## src/rtl/reg_wb_pkg.sv

```systemverilog
// -----------------------------------------------------------------------------
// reg_wb_pkg
// Shared constants and the queue entry type for the register-file write-back
// queue.
//   AW    : register address width (32 registers)
//   DW    : register data width
//   DEPTH : default number of queue entries (power of two, >= 2)
//   wb_entry_t : one pending write-back {addr, data}
// -----------------------------------------------------------------------------
package reg_wb_pkg;

    localparam int AW    = 5;
    localparam int DW    = 32;
    localparam int DEPTH = 4;

    typedef struct packed {
        logic [AW-1:0] addr;
        logic [DW-1:0] data;
    } wb_entry_t;

endpackage

```

## src/rtl/wb_entry_fifo.sv

```systemverilog
// -----------------------------------------------------------------------------
// wb_entry_fifo
// Circular FIFO of pending write-backs. Owns the pointers, the occupancy count,
// the entry storage and the accept/drain decisions, and exports the whole entry
// array plus a valid mask so the parent can search it for read bypass.
//
// Ports:
//   clk, rst      : clock, asynchronous active-high reset
//   in_valid      : producer offers in_entry this cycle
//   in_ready      : queue takes the offer this cycle
//   in_entry      : {addr, data} being offered
//   hold          : register-file write port unavailable, no drain this cycle
//   pop           : head entry is committed at the coming posedge
//   entries       : raw storage, indexed by slot
//   valid_mask    : bit i set when slot i holds a pending entry
//   head          : slot of the oldest pending entry
//   count         : number of pending entries
//   empty         : count == 0
//
// Handshake: a transfer happens on a posedge where in_valid && in_ready are
// both high. in_ready never depends on in_valid, so the producer may look at
// in_ready before deciding what to offer. Once offered, the producer holds
// in_entry stable until the transfer. A transfer to address 0 completes the
// handshake but is dropped, since register 0 is hard-wired to zero.
// -----------------------------------------------------------------------------
module wb_entry_fifo
    import reg_wb_pkg::*;
#(
    parameter int DEPTH = reg_wb_pkg::DEPTH
) (
    input  logic                         clk,
    input  logic                         rst,
    input  logic                         in_valid,
    output logic                         in_ready,
    input  wb_entry_t                    in_entry,
    input  logic                         hold,
    output logic                         pop,
    output wb_entry_t                    entries [DEPTH],
    output logic [DEPTH-1:0]             valid_mask,
    output logic [$clog2(DEPTH)-1:0]     head,
    output logic [$clog2(DEPTH+1)-1:0]   count,
    output logic                         empty
);

    localparam int PW = $clog2(DEPTH);
    localparam int CW = $clog2(DEPTH+1);

    logic [PW-1:0] tail;
    logic          push;

    assign empty    = (count == '0);
    assign pop      = !empty && !hold;
    // A draining head frees its slot at the same edge, so a full queue can
    // still accept when it is also committing.
    assign in_ready = (count < CW'(DEPTH)) || pop;
    assign push     = in_valid && in_ready && (in_entry.addr != '0);

    always_ff @(posedge clk or posedge rst) begin
        if (rst) begin
            head  <= '0;
            tail  <= '0;
            count <= '0;
            for (int i = 0; i < DEPTH; i++) begin
                entries[i] <= '0;
            end
        end else begin
            if (push) begin
                entries[tail] <= in_entry;
                tail          <= tail + PW'(1);
            end
            if (pop) begin
                head <= head + PW'(1);
            end
            case ({push, pop})
                2'b10:   count <= count + CW'(1);
                2'b01:   count <= count - CW'(1);
                default: count <= count;
            endcase
        end
    end

    // Slot i is pending when its distance from head (mod DEPTH) is below count.
    always_comb begin
        valid_mask = '0;
        for (int i = 0; i < DEPTH; i++) begin
            valid_mask[i] = (CW'(PW'(PW'(i) - head)) < count);
        end
    end

endmodule

```

## src/rtl/reg_wb_queue.sv

```systemverilog
// -----------------------------------------------------------------------------
// reg_wb_queue
// Write-back queue in front of the single write port of the 32x32 register
// file. Buffers write-back requests, drains one per cycle into A3/WD/We, and
// forwards still-pending data onto the two read ports so decode always sees
// the newest value of every register.
//
// Ports:
//   clk, rst            : clock, asynchronous active-high reset
//   in_valid/in_ready   : write-back request handshake
//   in_addr, in_data    : destination register and value
//   hold                : write port borrowed elsewhere, no drain this cycle
//   A3, WD, We          : register-file write port (head entry)
//   A1, A2              : decode read addresses (also go to the register file)
//   RD1_rf, RD2_rf      : raw register-file read data
//   RD1, RD2            : read data with pending write-backs forwarded
//   count, empty        : occupancy
//
// Widths of addresses and data come from reg_wb_pkg; only DEPTH is tunable.
// -----------------------------------------------------------------------------
module reg_wb_queue
    import reg_wb_pkg::*;
#(
    parameter int DEPTH = reg_wb_pkg::DEPTH
) (
    input  logic                       clk,
    input  logic                       rst,
    input  logic                       in_valid,
    output logic                       in_ready,
    input  logic [AW-1:0]              in_addr,
    input  logic [DW-1:0]              in_data,
    input  logic                       hold,
    output logic [AW-1:0]              A3,
    output logic [DW-1:0]              WD,
    output logic                       We,
    input  logic [AW-1:0]              A1,
    input  logic [AW-1:0]              A2,
    input  logic [DW-1:0]              RD1_rf,
    input  logic [DW-1:0]              RD2_rf,
    output logic [DW-1:0]              RD1,
    output logic [DW-1:0]              RD2,
    output logic [$clog2(DEPTH+1)-1:0] count,
    output logic                       empty
);

    localparam int PW = $clog2(DEPTH);

    wb_entry_t          in_entry;
    wb_entry_t          entries [DEPTH];
    logic [DEPTH-1:0]   valid_mask;
    logic [PW-1:0]      head;
    logic               pop;
    logic [PW-1:0]      idx;

    assign in_entry.addr = in_addr;
    assign in_entry.data = in_data;

    wb_entry_fifo #(
        .DEPTH (DEPTH)
    ) u_fifo (
        .clk        (clk),
        .rst        (rst),
        .in_valid   (in_valid),
        .in_ready   (in_ready),
        .in_entry   (in_entry),
        .hold       (hold),
        .pop        (pop),
        .entries    (entries),
        .valid_mask (valid_mask),
        .head       (head),
        .count      (count),
        .empty      (empty)
    );

    // Storage under head is stale when empty, so the write port is forced to 0.
    assign We = pop;
    assign A3 = empty ? '0 : entries[head].addr;
    assign WD = empty ? '0 : entries[head].data;

    // Walk the slots oldest to newest; each later hit overrides the previous
    // one, so the newest matching entry wins. The head entry committing this
    // cycle is still in the mask and still forwards. A request being pushed
    // this cycle is not in storage yet and is not seen.
    always_comb begin
        RD1 = RD1_rf;
        RD2 = RD2_rf;
        idx = head;
        for (int k = 0; k < DEPTH; k++) begin
            idx = head + PW'(k);
            if (valid_mask[idx] && (entries[idx].addr == A1)) begin
                RD1 = entries[idx].data;
            end
            if (valid_mask[idx] && (entries[idx].addr == A2)) begin
                RD2 = entries[idx].data;
            end
        end
        if (A1 == '0) begin
            RD1 = '0;
        end
        if (A2 == '0) begin
            RD2 = '0;
        end
    end

endmodule

```

## config.mk

```make
export PLATFORM = sky130hd
export DESIGN_NAME = reg_wb_queue
export DESIGN_NICKNAME = d
export VERILOG_FILES = /design/src/rtl/reg_wb_pkg.sv /design/src/rtl/wb_entry_fifo.sv /design/src/rtl/reg_wb_queue.sv
export SDC_FILE = /design/constraint.sdc
export NUM_CORES = 1
export LEC_CHECK = 0
export CORE_UTILIZATION = 30
export DETAILED_ROUTE_END_ITERATION = 7
export GPL_ROUTABILITY_DRIVEN = 1
export PLACE_DENSITY = 0.56
export SLEW_MARGIN = 15
export SYNTH_ARGS = -nofsm -noshare
export SYNTH_HDL_FRONTEND = slang
export SYNTH_SLANG_ARGS = --single-unit
```

## constraint.sdc

```tcl
create_clock -name clk -period 11.5 [get_ports clk]
set_clock_uncertainty 0.1 [all_clocks]
set_input_delay 1.15 -clock clk [delete_from_list [all_inputs] [get_ports clk]]
set_output_delay 1.15 -clock clk [all_outputs]
set_load 0.05 [all_outputs]
```

==> impl_metrics.yaml <==
cts:
  cts.htree.levels: 4
  cts_tree: "done"
  cts_resized: 0
  numCtsBuffers: 17
  clk_pin_slew_ns: 0.07
  clk_path_buf_depth: 2
  postCtsSetupRepairBufs: 0
  cts_sinks: 155
  clockRootBuffer: "clkbuf_16"
  ctsHoldBuffers: 0
  clock_latency_ns: 0.42
placed_design:
  gp_congestion: 0.875
  hpwl_um: 29600
  io_buffers: 221
worst_setup_path:
  setup.worst_path.start_class: "flop"
  worstPathArrival_ns: 6.60
  critPathMaxFanout: 79
  critical_path_class: "reg -> out"
  critPathRequiredTime_ns: 10.25
  cp-end-kind: "output port"
floorplanning:
  start_util_pct: 30.5
  design.core.area_um2: 42000
  die_h_um: 209
  dieArea_um2: 43600
  fp-row-count: 75
  io_pins: 222
  die_w_um: 209
yosys:
  syn-num-nets: 1493
  avgSynthCellArea_um2: 9.38
  synthFlopType: "dfrtp_1"
  postSynthCellCount: 1368
  async_flop_share_pct: 100
  ys_types: 46
  synth_warnings: 0
  yosysSeqAreaShare_pct: 30.2
  synth-edff-count: 0
  synth_area_um2: 12800
  ys_ff_latch: 155
worst_hold_path:
  holdCritPathClass: "reg -> reg"
timing:
  max_freq_mhz: 127
  rsz0062_at_grt: "no"
  final_hold_viol_count: 0
  slew_viol_final: 0
  finalSetupTns_ns: 0
  hold_ws_ns: 0.425
  maxSlewHeadroom_pct: 20.0
  period_minus_slack_ns: 7.85
  period_share_pct: 68.3
  setup_viol: 0
  worstMarginPinSlew_ns: 1.20
drt:
  drcViolationCount: 0
  drt-total-wl_um: 45000
  vias_per_cell: 5.70
  drtIter0Drc: 888
  wl_per_cell_um: 22.0
  ant_nets: 0
  vias: 11662
  drtPass1Iterations: 5
layout:
  area_growth_pct: 24.1
  fillers: 4194
  nets: 1618
  drive_gt1_share_pct: 19.5
status:
  status: "completed"
grt:
  grt-ovfl-total: 0
  grt_pass1_vias: 11699
  grt_max_degree: 96
  grt_pass1_wl_um: 69300
  grt.total_usage_pct: 20.5
  grt_antenna_before_repair: 4
job:
  drv_cap: 0
worst paths after layout:
path | slack (ns) | start | to | cells after the start
worst max-delay path | 3.65 | u_fifo.head[1] | RD1[14] | 12
worst min-delay path | 0.43 | u_fifo.entries[0] | u_fifo.entries[0] | 1
worst max register to register | 9.00 | u_fifo.count[2] | u_fifo.count[2] | 10
worst min register to register | 0.43 | u_fifo.entries[0] | u_fifo.entries[0] | 1
max in group asynchronous | 8.63 | rst | u_fifo.entries[111] | 3
min in group asynchronous | 1.13 | rst | u_fifo.entries[94] | 2
cell usage after synthesis, types with 2 or more instances:
cell type  count  area share (%)
mux2_2       183              16
dfrtp_1      155              30
nand2_1      137             4.0
mux2i_1      112             8.7
o21ai_0      108             4.2
clkbuf_1      91             2.7
a31oi_1       85             4.1
a21oi_1       65             2.5
nor2b_1       60             2.9
a211oi_1      47             2.8
a221o_1       42             3.3
nor2_1        33            0.97
xnor2_1       31             2.1
buf_2         27             1.1
o22ai_1       23             1.1
a21o_1        22             1.3
o21a_1        21             1.2
mux4_2        19             3.3
a211oi_2      18             1.8
xor2_1        16             1.1
inv_1         12            0.35
ha_1           9            0.88
buf_1          7            0.20
buf_6          6            0.53
buf_4          5            0.29
nor3_1         5            0.20
nand2b_1       3            0.15
nand4_1        3            0.15
and4_1         2            0.14
nand3_1        2           0.078
nor3b_1        2            0.12
nor4_2         2            0.20
nor4_4         2            0.33
layer usage:
layer	vias to the layer above	track usage [%]	wire length [um]
met2	453	33.4	21000
met3	84	3.65	2630
li1	5375	-	-
met5	-	0	31
met4	4	7.81	1320
met1	5746	27.1	20000
registers in the layout, summed over array words and instances (netlist names):
| signal | count |
|---|---|
| u_fifo.entries | 148 |
| u_fifo.count | 3 |
| u_fifo.tail | 2 |
| u_fifo.head | 2 |
cell families after synthesis:
logic type	Yosys count	synth area share, %
xor gates and xnor gates	47	3.21
muxes	314	28.1
DFF	155	30.2
AOI/OAI and AO/OA	438	22.8
adders and majority gates	10	1.03
and+or+nand+nor	255	9.47
buffers and inverters	149	5.12
stage by stage:
stage	area [um^2]	setup slack, ns	instances	utilization (%)
after floorplan	12800	6.07	1368	-
after CTS	15900	3.56	2044	37.8
after global routing	15900	3.25	2045	37.8
after global placement	15300	4.20	2012	36.4
final	15900	3.65	2047	37.9
after detailed placement	15300	4.05	2012	36.4
critical path, stage by stage (launching register included):
cell and delay (ns):
dfrtp_4 0.84, buf_4 0.90, inv_1 0.17, ha_1 0.37, nor3_1 0.19, a211oi_1 0.08, mux2_2 0.33, or4_2 0.60
buf_4 0.35, nand2_1 0.96, o22ai_1 0.23, a211oi_2 0.27, clkdlybuf4s50_1 0.83
area by class of cell:
type	count	area (um^2)	area share, %
inverter	13	56.3	0.354
tap	539	674	4.24
clock inverter	15	153	0.959
antenna	2	5.00	0.0314
multi-input combinational	1064	8340	52.4
timing repair buffer	242	2370	14.9
clock buffer	17	425	2.67
sequential	155	3890	24.4
cells in the final DEF, fill, tap and decap left out, drive strengths merged, types with 3 or more instances in the layout:
master         instances
clkdlybuf4s50        221
mux2                 183
dfrtp                155
nand2                137
mux2i                112
o21ai                108
a31oi                 85
a21oi                 65
a211oi                65
nor2b                 60
a221o                 42
nor2                  33
xnor2                 31
o22ai                 23
a21o                  22
o21a                  21
buf                   21
inv                   21
mux4                  19
clkbuf                17
xor2                  16
ha                     9
nor3                   5
nor4                   4
clkinv                 4
nand2b                 3
nand4                  3
clkinvlp               3
Power is not shown: default switching activity piles up to over one toggle a cycle in this logic, so the estimate is an artifact.
